### src/rtl/fetch_queue.sv
// Instruction fetch stage: owns the fetch PC, issues one outstanding memory read at a
// time and buffers returned words in an in-order queue. Optional macro: FETCH_QUEUE_PERF_EN.
module fetch_queue #(
  parameter int          IQ_SIZE_WIDTH = 3,
  parameter logic [31:0] RESET_PC      = 32'h0
) (
  input  logic        clk,
  input  logic        rst,
  input  logic        rdy,
  output logic        mem_req_valid,
  output logic [31:0] mem_req_addr,
  input  logic        mem_resp_valid,
  input  logic [31:0] mem_resp_data,
  output logic        instr_ready,
  output logic [31:0] instr_out,
  output logic [31:0] instr_addr_out,
  input  logic        issue_ack,
  input  logic        target_valid,
  input  logic [31:0] target_pc,
  input  logic        rob_clear,
  input  logic [31:0] clear_pc,
`ifdef FETCH_QUEUE_PERF_EN
  output logic [31:0] perf_fetched,
  output logic [31:0] perf_flushed,
  output logic [31:0] perf_stall,
`endif
  output logic [1:0]  dbg_state
);

  localparam int DEPTH = 1 << IQ_SIZE_WIDTH;
  localparam logic [IQ_SIZE_WIDTH:0]   FULL_COUNT = (IQ_SIZE_WIDTH + 1)'(DEPTH);
  localparam logic [IQ_SIZE_WIDTH:0]   CNT_ONE    = (IQ_SIZE_WIDTH + 1)'(1);
  localparam logic [IQ_SIZE_WIDTH-1:0] PTR_ONE    = IQ_SIZE_WIDTH'(1);

  localparam logic [6:0] OP_JAL    = 7'b1101111;
  localparam logic [6:0] OP_JALR   = 7'b1100111;
  localparam logic [6:0] OP_BRANCH = 7'b1100011;

  typedef enum logic [1:0] {
    S_FETCH       = 2'd0,
    S_WAIT_MEM    = 2'd1,
    S_WAIT_TARGET = 2'd2
  } state_t;

  state_t                 r_state;
  logic [31:0]            r_pc;
  logic [IQ_SIZE_WIDTH-1:0] r_head;
  logic [IQ_SIZE_WIDTH-1:0] r_tail;
  logic [IQ_SIZE_WIDTH:0] r_count;
  logic                   r_discard;
  logic                   r_mem_req_valid;
  logic [31:0]            r_mem_req_addr;
  logic [31:0]            r_iq_data [DEPTH];
  logic [31:0]            r_iq_addr [DEPTH];

  logic w_full;
  logic w_empty;
  logic w_is_ctrl;
  logic w_pop;
  logic w_push;

  assign w_full    = (r_count == FULL_COUNT);
  assign w_empty   = (r_count == '0);
  assign w_is_ctrl = (mem_resp_data[6:0] == OP_JAL) ||
                     (mem_resp_data[6:0] == OP_JALR) ||
                     (mem_resp_data[6:0] == OP_BRANCH);
  assign w_pop     = issue_ack && !w_empty;
  assign w_push    = (r_state == S_WAIT_MEM) && mem_resp_valid && !r_discard;

  // Memory handshake: the request stays asserted with a stable address until the
  // single-cycle mem_resp_valid pulse; a request abandoned by a flush still owes
  // one response, which r_discard swallows before the next request may go out.
  always_ff @(posedge clk) begin
    if (rst) begin
      r_state         <= S_FETCH;
      r_pc            <= RESET_PC;
      r_head          <= '0;
      r_tail          <= '0;
      r_count         <= '0;
      r_discard       <= 1'b0;
      r_mem_req_valid <= 1'b0;
      r_mem_req_addr  <= '0;
    end else if (rdy) begin
      if (rob_clear) begin
        r_head          <= '0;
        r_tail          <= '0;
        r_count         <= '0;
        r_pc            <= clear_pc;
        r_state         <= S_FETCH;
        r_mem_req_valid <= 1'b0;
        if ((r_state == S_WAIT_MEM) && !mem_resp_valid) begin
          r_discard <= 1'b1;
        end else if (mem_resp_valid) begin
          r_discard <= 1'b0;
        end
      end else begin
        if (w_push) begin
          r_tail <= r_tail + PTR_ONE;
        end
        if (w_pop) begin
          r_head <= r_head + PTR_ONE;
        end
        unique case ({w_push, w_pop})
          2'b10:   r_count <= r_count + CNT_ONE;
          2'b01:   r_count <= r_count - CNT_ONE;
          default: r_count <= r_count;
        endcase

        unique case (r_state)
          S_FETCH: begin
            if (r_discard) begin
              if (mem_resp_valid) begin
                r_discard <= 1'b0;
              end
            end else if (!w_full) begin
              r_mem_req_valid <= 1'b1;
              r_mem_req_addr  <= r_pc;
              r_state         <= S_WAIT_MEM;
            end
          end
          S_WAIT_MEM: begin
            if (mem_resp_valid) begin
              r_mem_req_valid <= 1'b0;
              if (r_discard) begin
                r_discard <= 1'b0;
                r_state   <= S_FETCH;
              end else if (w_is_ctrl) begin
                // Sequential prefetch stops until decode resolves the target.
                r_state <= S_WAIT_TARGET;
              end else begin
                r_pc    <= r_pc + 32'd4;
                r_state <= S_FETCH;
              end
            end
          end
          S_WAIT_TARGET: begin
            if (target_valid) begin
              r_pc    <= target_pc;
              r_state <= S_FETCH;
            end
          end
          default: r_state <= S_FETCH;
        endcase
      end
    end
  end

  always_ff @(posedge clk) begin
    if (!rst && rdy && !rob_clear && w_push) begin
      r_iq_data[r_tail] <= mem_resp_data;
      r_iq_addr[r_tail] <= r_pc;
    end
  end

  assign mem_req_valid  = r_mem_req_valid;
  assign mem_req_addr   = r_mem_req_addr;
  assign instr_ready    = !w_empty;
  assign instr_out      = w_empty ? 32'h0 : r_iq_data[r_head];
  assign instr_addr_out = w_empty ? 32'h0 : r_iq_addr[r_head];
  assign dbg_state      = r_state;

`ifdef FETCH_QUEUE_PERF_EN
  logic [31:0] r_perf_fetched;
  logic [31:0] r_perf_flushed;
  logic [31:0] r_perf_stall;

  always_ff @(posedge clk) begin
    if (rst) begin
      r_perf_fetched <= '0;
      r_perf_flushed <= '0;
      r_perf_stall   <= '0;
    end else if (rdy) begin
      if (rob_clear) begin
        r_perf_flushed <= r_perf_flushed + 32'd1;
      end else if (w_push) begin
        r_perf_fetched <= r_perf_fetched + 32'd1;
      end
      if (r_state == S_WAIT_TARGET) begin
        r_perf_stall <= r_perf_stall + 32'd1;
      end
    end
  end

  assign perf_fetched = r_perf_fetched;
  assign perf_flushed = r_perf_flushed;
  assign perf_stall   = r_perf_stall;
`endif

endmodule

### config.mk
export PLATFORM = sky130hd
export DESIGN_NAME = fetch_queue
export DESIGN_NICKNAME = d
export VERILOG_FILES = /design/src/rtl/fetch_queue.sv
export SDC_FILE = /design/constraint.sdc
export NUM_CORES = 1
export LEC_CHECK = 0
export BUFFER_PORTS_ARGS = -buffer_cell sky130_fd_sc_hd__clkbuf_2
export CAP_MARGIN = 30
export CORE_UTILIZATION = 39
export CTS_BUF_LIST = sky130_fd_sc_hd__clkbuf_4 sky130_fd_sc_hd__clkbuf_8
export CTS_CLUSTER_DIAMETER = 60
export DETAILED_ROUTE_END_ITERATION = 10
export GPL_TIMING_DRIVEN = 0
export PLACE_DENSITY = 0.52
export SYNTH_ARGS = -nofsm -noshare
export SYNTH_HDL_FRONTEND = slang
export SYNTH_SLANG_ARGS = --single-unit
export TNS_END_PERCENT = 10
### constraint.sdc
create_clock -name clk -period 8.3 [get_ports clk]
set_input_delay 0 -clock clk [delete_from_list [all_inputs] [get_ports clk]]
set_output_delay 0 -clock clk [all_outputs]
set_load 0.02 [all_outputs]
==> run metrics, run 1 <==
unrepaired setup endpoints after global routing=false; Syn Inst Count=between 1,000 and 1,500; fin. max-slew vios=0; Max Root-Sink Buffers=3; final setup fails=0; HPWL Detailed=42,720 um; # fillers=5,283; Hold Fails Final Rpt=0; CTS tree=built; M1 wire length=28,510 um; pwr dens=206.4 nW/um^2; crit path capture type=flop; top cell type's share of synthesized area=between 60% and 70%; Initial Util=about 39%; Final Wtd Congestion=around 0.9; Finished Cell Area=29,580 um^2; area occupied by multi-input gates=around 6400 um^2; clk slew on worst S/H paths=0.06 ns; CP Launch Type=flop; top_reg_cell synth=edfxtp_1; Worst-Margin Slew=around 0.96 ns; top cells by area, synth=edfxtp_1, mux4_2, dfxtp_1; area delta synth->final=24.18%; Met2 Routed Length=between 30,000 and 40,000 um; FP Rows=90; post-synth cell types=76; YS warnings=0; routed len/inst=23.58 um; slew margin rel.=approximately 36%; post-layout min period=slightly below 4 ns; Worst Clk Skew=approximately 0.028 ns; I/O pin total=203; Hold Crit Class=in -> reg; uppermost routed layer=met4; cell with the most instances after synthesis=edfxtp_1; First-pass DRT Iterations=5; gr ovfl total=0; Final Util=approximately half; EDFF count, synth=roughly 500; cell accounting for the most synthesized area=edfxtp_1; synthesized flop and latch total=approximately 590; DRT iter0 DRCs=between 1,000 and 1,500; Worst Path Class, Setup=reg -> reg; static leakage=approximately 10 nW; placed inst area=about 26,000 um^2; Fmax=~250 MHz; IO buf count=between 200 and 250; Peak VDD IR=110.8 uV; FF/Latch Area=17,000 um^2; DRC errors left=0; Post-Syn Area=roughly 24,000 um^2; wire length of the first global-routing pass=about 96,000 um; pre-CTS setup slack=4.635 ns; critical path fanouts, max=15; status=finished clean; drt total wl=between 60,000 and 70,000 um; worst path cell trace=ha_1, nand4_1, nor3_1, nand4_1, a221oi_1, dlygate4sd3_1, nor4_1, dlygate4sd3_1; Final WS setup=approximately 4.4 ns; Max stage delay on crit path=around 0.79 ns; wire length on met3=roughly 3800 um; H-Tree Depth=3; CTS Buf Count=98; CP Data Required Time=between 8 and 9 ns; sequential area share after synthesis=a little under three quarters; # nets final=between 1,500 and 2,000; layout cell share with drive strength beyond 1=30.12%; initial antenna violation count=1; syn_nets=1,513; max-cap violations=0; vias in the first global route=~15,000; # Post-CTS Setup Buffers=0; via count=~15,000; largest net degree at the start of global routing=26; hold slack=between 0.1 and 0.15 ns; Die Height=249.1 um; Root Driver=clkbuf_8; syn_area_per_cell=16.95 um^2; die area=62,070 um^2; Chip Width=approximately 250 um; Skew-Pair Late Insertion Delay=~0.7 ns; CTS sink cnt=about 590; slowest cell on the critical path=dfxtp_1; WP data arrival=about 4.5 ns; Via-to-Cell Ratio=about 5.4; all-layer global routing usage=between 20% and 30%; core area=~60,000 um^2; Routed Antenna Nets=0; commonest cells in the synthesized netlist=edfxtp_1, mux4_2, nor2_1, nand2_1, dfxtp_1; Final Cycle Share=roughly 47%; asr flop ratio synth=0%
where the power goes:
group	switching, mW	internal (mW)	total, mW	leakage (nW)
combinational	0.123	0.0934	0.216	3.50
clock	1.17	1.43	2.60	1.06
sequential	0.0398	3.25	3.29	5.39
path summary, 6_finish.rpt:
kind / start / endpoint / slack, ns / cells past startpoint
worst max-delay path: r_pc[2] / r_pc[26] / 4.37 / 8
worst min-delay path: mem_resp_data[10] / r_iq_data[2][10] / 0.15 / 2
worst max register to register: r_pc[2] / r_pc[26] / 4.37 / 8
worst min register to register: mem_req_addr[8] / mem_req_addr[8] / 0.46 / 2
repair_timing:
item | in CTS | in global routing
hold buffers | 113 | 0
resized for setup | 0 | 0
hold endpoints to repair | 303 | 0
logic make-up (layout without fill, tap and decap cells):
kind of cell | after synthesis | in the layout | synth area share, %
buf+inv | 100 | 634 | 1.839
compound gates | 181 | 181 | 5.095
flops | 593 | 593 | 71.36
xor+xnor | 5 | 5 | 0.1839
fa+ha+maj | 5 | 5 | 0.2626
simple gates | 327 | 327 | 6.382
mux | 194 | 194 | 14.88
other cells | 0 | 1 | 0
metal layers:
| layer | vias to the layer above | GRT usage, % |
|---|---|---|
| met5 | - | 0 |
| met3 | 99 | 3.783 |
| met4 | 0 | 6.508 |
| met2 | 533 | 34.17 |
| li1 | 6526 | - |
| met1 | 7426 | 28.48 |
layout make-up:
class	count	share of cell area, %
flip-flops and latches	593	57.46
multi-input cells	712	21.77
repair buffers	350	9.217
clock buffers	144	5.854
well taps	782	3.308
plain buffers	89	1.341
clock inverters	40	0.8968
inverters	11	0.1396
diodes	1	0.008460
layout by cell type, fill, tap and decap left out, types with 5 or more instances in the layout:
master and count:
mux4_2 128, o21ai_0 25, dfxtp_1 81, clkbuf_2 202, clkbuf_8 104, nor2_4 6
nand2b_1 18, buf_8 6, mux2i_1 65, ha_1 5, nor2_1 120, a311oi_1 7
buf_1 12, nand4_1 9, a211oi_1 15, nor4_1 11, dlygate4sd3_1 113, nand2_1 98
buf_6 15, and2_1 5, clkinv_2 10, clkbuf_4 40, a31oi_1 9, buf_12 14
buf_2 23, inv_1 11, clkbuf_1 49, edfxtp_1 512, nand3_1 13, nor3_1 16
a21oi_1 71, clkinv_1 22
critical path: cells and delay by family, from the launching register on:
| kind | cells | cell delay [ns] |
|---|---|---|
| and+or+nand+nor | 4 | 1.17 |
| AOI/OAI and AO/OA | 1 | 0.26 |
| DFF | 1 | 0.79 |
| buffers and inverters | 2 | 1.19 |
| adders and majority gates | 1 | 0.41 |
state kept, by name (all words and copies together), names as in the netlist, 2 cells and up, named ones only:
| signal | flops |
|---|---|
| r_iq_addr | 256 |
| r_iq_data | 256 |
| mem_req_addr | 32 |
| dbg_state | 2 |
| r_pc | 32 |
| r_tail | 3 |
| r_head | 3 |
| r_count | 4 |
per-stage QoR:
step / instances / setup TNS, ns / power (mW)
global placement: 2389 / -419.14 / 3.517
CTS: 2721 / 0 / 6.164
global route: 2722 / 0 / 6.316
detailed placement: 2424 / 0 / 3.521
finish: 2722 / 0 / 6.104
floorplan: 1405 / 0 / 3.414
No activity file was read; power rests on OpenSTA's default activity.
==> run 2, diff against run 1 <==
--- a/config.mk
+++ b/config.mk
@@ -5,6 +5,7 @@
 export SDC_FILE = /design/constraint.sdc
 export NUM_CORES = 1
 export LEC_CHECK = 0
+export ABC_AREA = 1
 export BUFFER_PORTS_ARGS = -buffer_cell sky130_fd_sc_hd__clkbuf_2
 export CAP_MARGIN = 30
 export CORE_UTILIZATION = 39
@@ -12,7 +13,7 @@
 export CTS_CLUSTER_DIAMETER = 60
 export DETAILED_ROUTE_END_ITERATION = 10
 export GPL_TIMING_DRIVEN = 0
-export PLACE_DENSITY = 0.52
+export PLACE_DENSITY = 0.54
 export SYNTH_ARGS = -nofsm -noshare
 export SYNTH_HDL_FRONTEND = slang
 export SYNTH_SLANG_ARGS = --single-unit
==> constraint.sdc (replaced) <==
create_clock -name clk -period 3.53 [get_ports clk]
set_input_delay 0 -clock clk [delete_from_list [all_inputs] [get_ports clk]]
set_output_delay 0 -clock clk [all_outputs]
set_load 0.02 [all_outputs]
==> run 2 against run 1 <==
- non-clock buffer count is 67 higher
- hold slack got worse by 0.0060 ns
- register-to-register slack got worse by 4.1 ns
- first-iteration DRC count increased by 28%
- die area grew 2.0%
- area after synthesis increased by 2.1%
- clock skew down 0.0013 ns
- sequential share of layout area is 2.0 points lower
- sequential power is 140% higher
- via count increased by 28%
- critical path depth is 1 lower
- largest cell class unchanged
- largest power group unchanged
- highest routed layer unchanged
==> run metrics, run 2 <==
pre-CTS setup slack=about 0.46 ns; CP Launch Type=flop; r2r startpoint=r_pc[2]; vias in the first global route=18,569; routed len/inst=a little over 20 um; top flop regs=r_iq_addr: 256 flops, r_iq_data: 256 flops; all-layer global routing usage=a little under a quarter; die area=roughly 63,000 um^2; cell accounting for the most synthesized area=edfxtp_1; mux cell area share after synthesis=0%; Final Wtd Congestion=0.8768; largest net degree at the start of global routing=19; synthesized flop and latch total=between 500 and 600; critical path fanouts, max=10; Final WS setup=~0.11 ns; WP data arrival=about 3.4 ns; fin. max-slew vios=0; layout cell share with drive strength beyond 1=roughly 17%; syn_nets=2,297; H-Tree Depth=3; top cell type's share of synthesized area=a little over three fifths; top cells by area, synth=edfxtp_1, o21ai_0, nor2_1; slowest cell on the critical path=clkbuf_1; Worst Path Class, Setup=reg -> out; Hold Startpoint=mem_resp_data[23]; First-pass DRT Iterations=6; Syn Inst Count=2,189; CTS Buf Count=~100; IO buf count=between 200 and 250; Reg2Reg Setup Slack=around 0.24 ns; R2R depth=14; Post-Syn Area=24,310 um^2; main combinational cell family by area after synthesis=compound AO/OA/AOI/OAI gates; Skew-Pair Late Insertion Delay=~0.70 ns; final setup fails=0; Post-Synth Adder-Cell Area=less than 1%; Synth Area in Compound Gates=a little over an eighth; clk slew on worst S/H paths=0.06 ns; worst path cell trace=clkbuf_1, clkbuf_1, o21ai_0, o22ai_1, o21ai_0, a31oi_1, clkbuf_2; I/O pin total=203; syn_area_per_cell=between 10 and 15 um^2; HPWL Detailed=between 50,000 and 60,000 um; Root Driver=clkbuf_8; cell with the most instances after synthesis=edfxtp_1; CTS sink cnt=just under 600; Peak VDD IR=approximately 240 uV; via count=approximately 19,000; status=finished clean; pwr dens=approximately 470 nW/um^2; Hold Fails Final Rpt=0; drt total wl=between 70,000 and 80,000 um; # nets final=roughly 2,800; area delta synth->final=26.24%; core area=61,600 um^2; Max Root-Sink Buffers=3; Max stage delay on crit path=roughly 0.67 ns; commonest cells after routing, fill and taps aside=edfxtp_1, nor2_1, o21ai_0, nand2_1, clkbuf_2; DRT iter0 DRCs=between 1,500 and 2,000; YS warnings=0; Routed Antenna Nets=0; wire length of the first global-routing pass=around 110,000 um; initial antenna violation count=1; unrepaired setup endpoints after global routing=true; DRC errors left=0; commonest cells in the synthesized netlist=edfxtp_1, nor2_1, o21ai_0, nand2_1, clkbuf_1; Die Height=between 200 and 300 um; post-synth cell types=37; Final Cycle Share=between 90% and 100%; EDFF count, synth=512; asr flop ratio synth=0%; Hold Crit Class=in -> reg; sequential area share after synthesis=approximately 70%; gr ovfl total=0; Final Util=49.82%; area share of and/or/nand/nor cells after synthesis=between 10% and 20%; static leakage=approximately 11 nW; Worst Clk Skew=0.02720 ns; Fmax=292.5 MHz; post-layout min period=3.418 ns; xor/xnor cell area share of the yosys netlist=0.3242%; Via-to-Cell Ratio=~5.2; Pwr Total=~14 mW; Worst-Margin Slew=~0.95 ns; Chip Width=between 200 and 300 um; most common cell after layout, fill and taps aside=edfxtp_1; CP Data Required Time=3.53 ns; Initial Util=39.47%; top_reg_cell synth=edfxtp_1; FP Rows=between 90 and 100; slew margin rel.=36.53%; max-cap violations=0; R2R Path End=r_pc[28]; hold slack=between 0.1 and 0.15 ns; Worst Hold Path Cells=2; Hold Path End=r_iq_data[0][23]; # fillers=approximately 5,600; crit path capture type=output port; CTS tree=built
==> run 2: cell types whose count changed in the layout (fill, tap and decap cells not counted), sizes merged, moves of 55 or more <==
cell,change
a31oi,+55
mux2i,-65
mux4,-128
nand2,+121
nor2,+346
o21ai,+340
o22ai,+71
==> run 2: cell type report <==
type | instances | area, um^2 | area share (%)
Timing Repair Buffer | 371 | 3218 | 10.49
Buffer | 135 | 564.3 | 1.839
Sequential cell | 593 | 17010 | 55.42
Inverter | 59 | 221.5 | 0.7216
Multi-Input combinational cell | 1401 | 6621 | 21.58
Clock inverter | 38 | 222.7 | 0.7257
Clock buffer | 149 | 1782 | 5.806
Antenna cell | 2 | 5.005 | 0.01631
Tap cell | 837 | 1047 | 3.412
==> run 2: routing by layer <==
| metal | vias up | part of all wire, % | wire, um | GRT usage, % |
|---|---|---|---|---|
| met5 | - | 0 | 0 | 0 |
| met4 | 0 | 3.0 | 2214 | 8.937 |
| met3 | 115 | 7.1 | 5219 | 4.127 |
| met2 | 744 | 49 | 36000 | 39.68 |
| met1 | 8949 | 41 | 30310 | 29.45 |
| li1 | 8831 | - | - | - |
==> run 2: logic make-up after synthesis <==
logic type	count (synthesis)
simple gates	783
compound gates	604
flops	593
buf+inv	195
xor+xnor	9
fa+ha+maj	5
==> run 2: critical path: cells and delay by family (launching register included) <==
family | cells | cell delay [ns]
flops | 1 | 0.42
buf+inv | 3 | 1.46
compound gates | 4 | 0.84
==> run 2: metrics by stage <==
step                      cell area, um^2   TNS, ns  cells
final                               30690         0   3585
after global routing                30690  -0.07706   3584
after CTS                           30670         0   3583
after detailed placement            27340         0   3264
after global placement              26400  -1543.24   3227
after floorplan                     24350   -325.27   2189
==> run 2: what timing repair did <==
item	4_1_cts	5_1_grt
buffers inserted	0	0
endpoints found under the setup margin	16	14
endpoints found under the hold margin	324	0
hold buffers	133	0
resized for setup	2	12
==> run 2: worst max-delay path by stage <==
stage	startpoint	to	slack (ns)	cells past startpoint
2_1_floorplan	dbg_state[0]	r_iq_addr[0][0]	-0.64	8
3_3_place_gp	dbg_state[0]	r_iq_data[1][29]	-3.09	8
3_5_place_dp	dbg_state[0]	r_iq_data[0][29]	0.46	11
4_1_cts	r_pc[2]	r_pc[28]	0.05	14
5_1_grt	flop	instr_addr_out[0]	-0.06	7
6_report	flop	instr_addr_out[0]	0.11	7
==> run 2: power breakdown <==
group          internal, mW  switching [mW]
clock                  3.31            2.80
sequential             7.66           0.125
combinational         0.244           0.310
total                  11.2            3.23
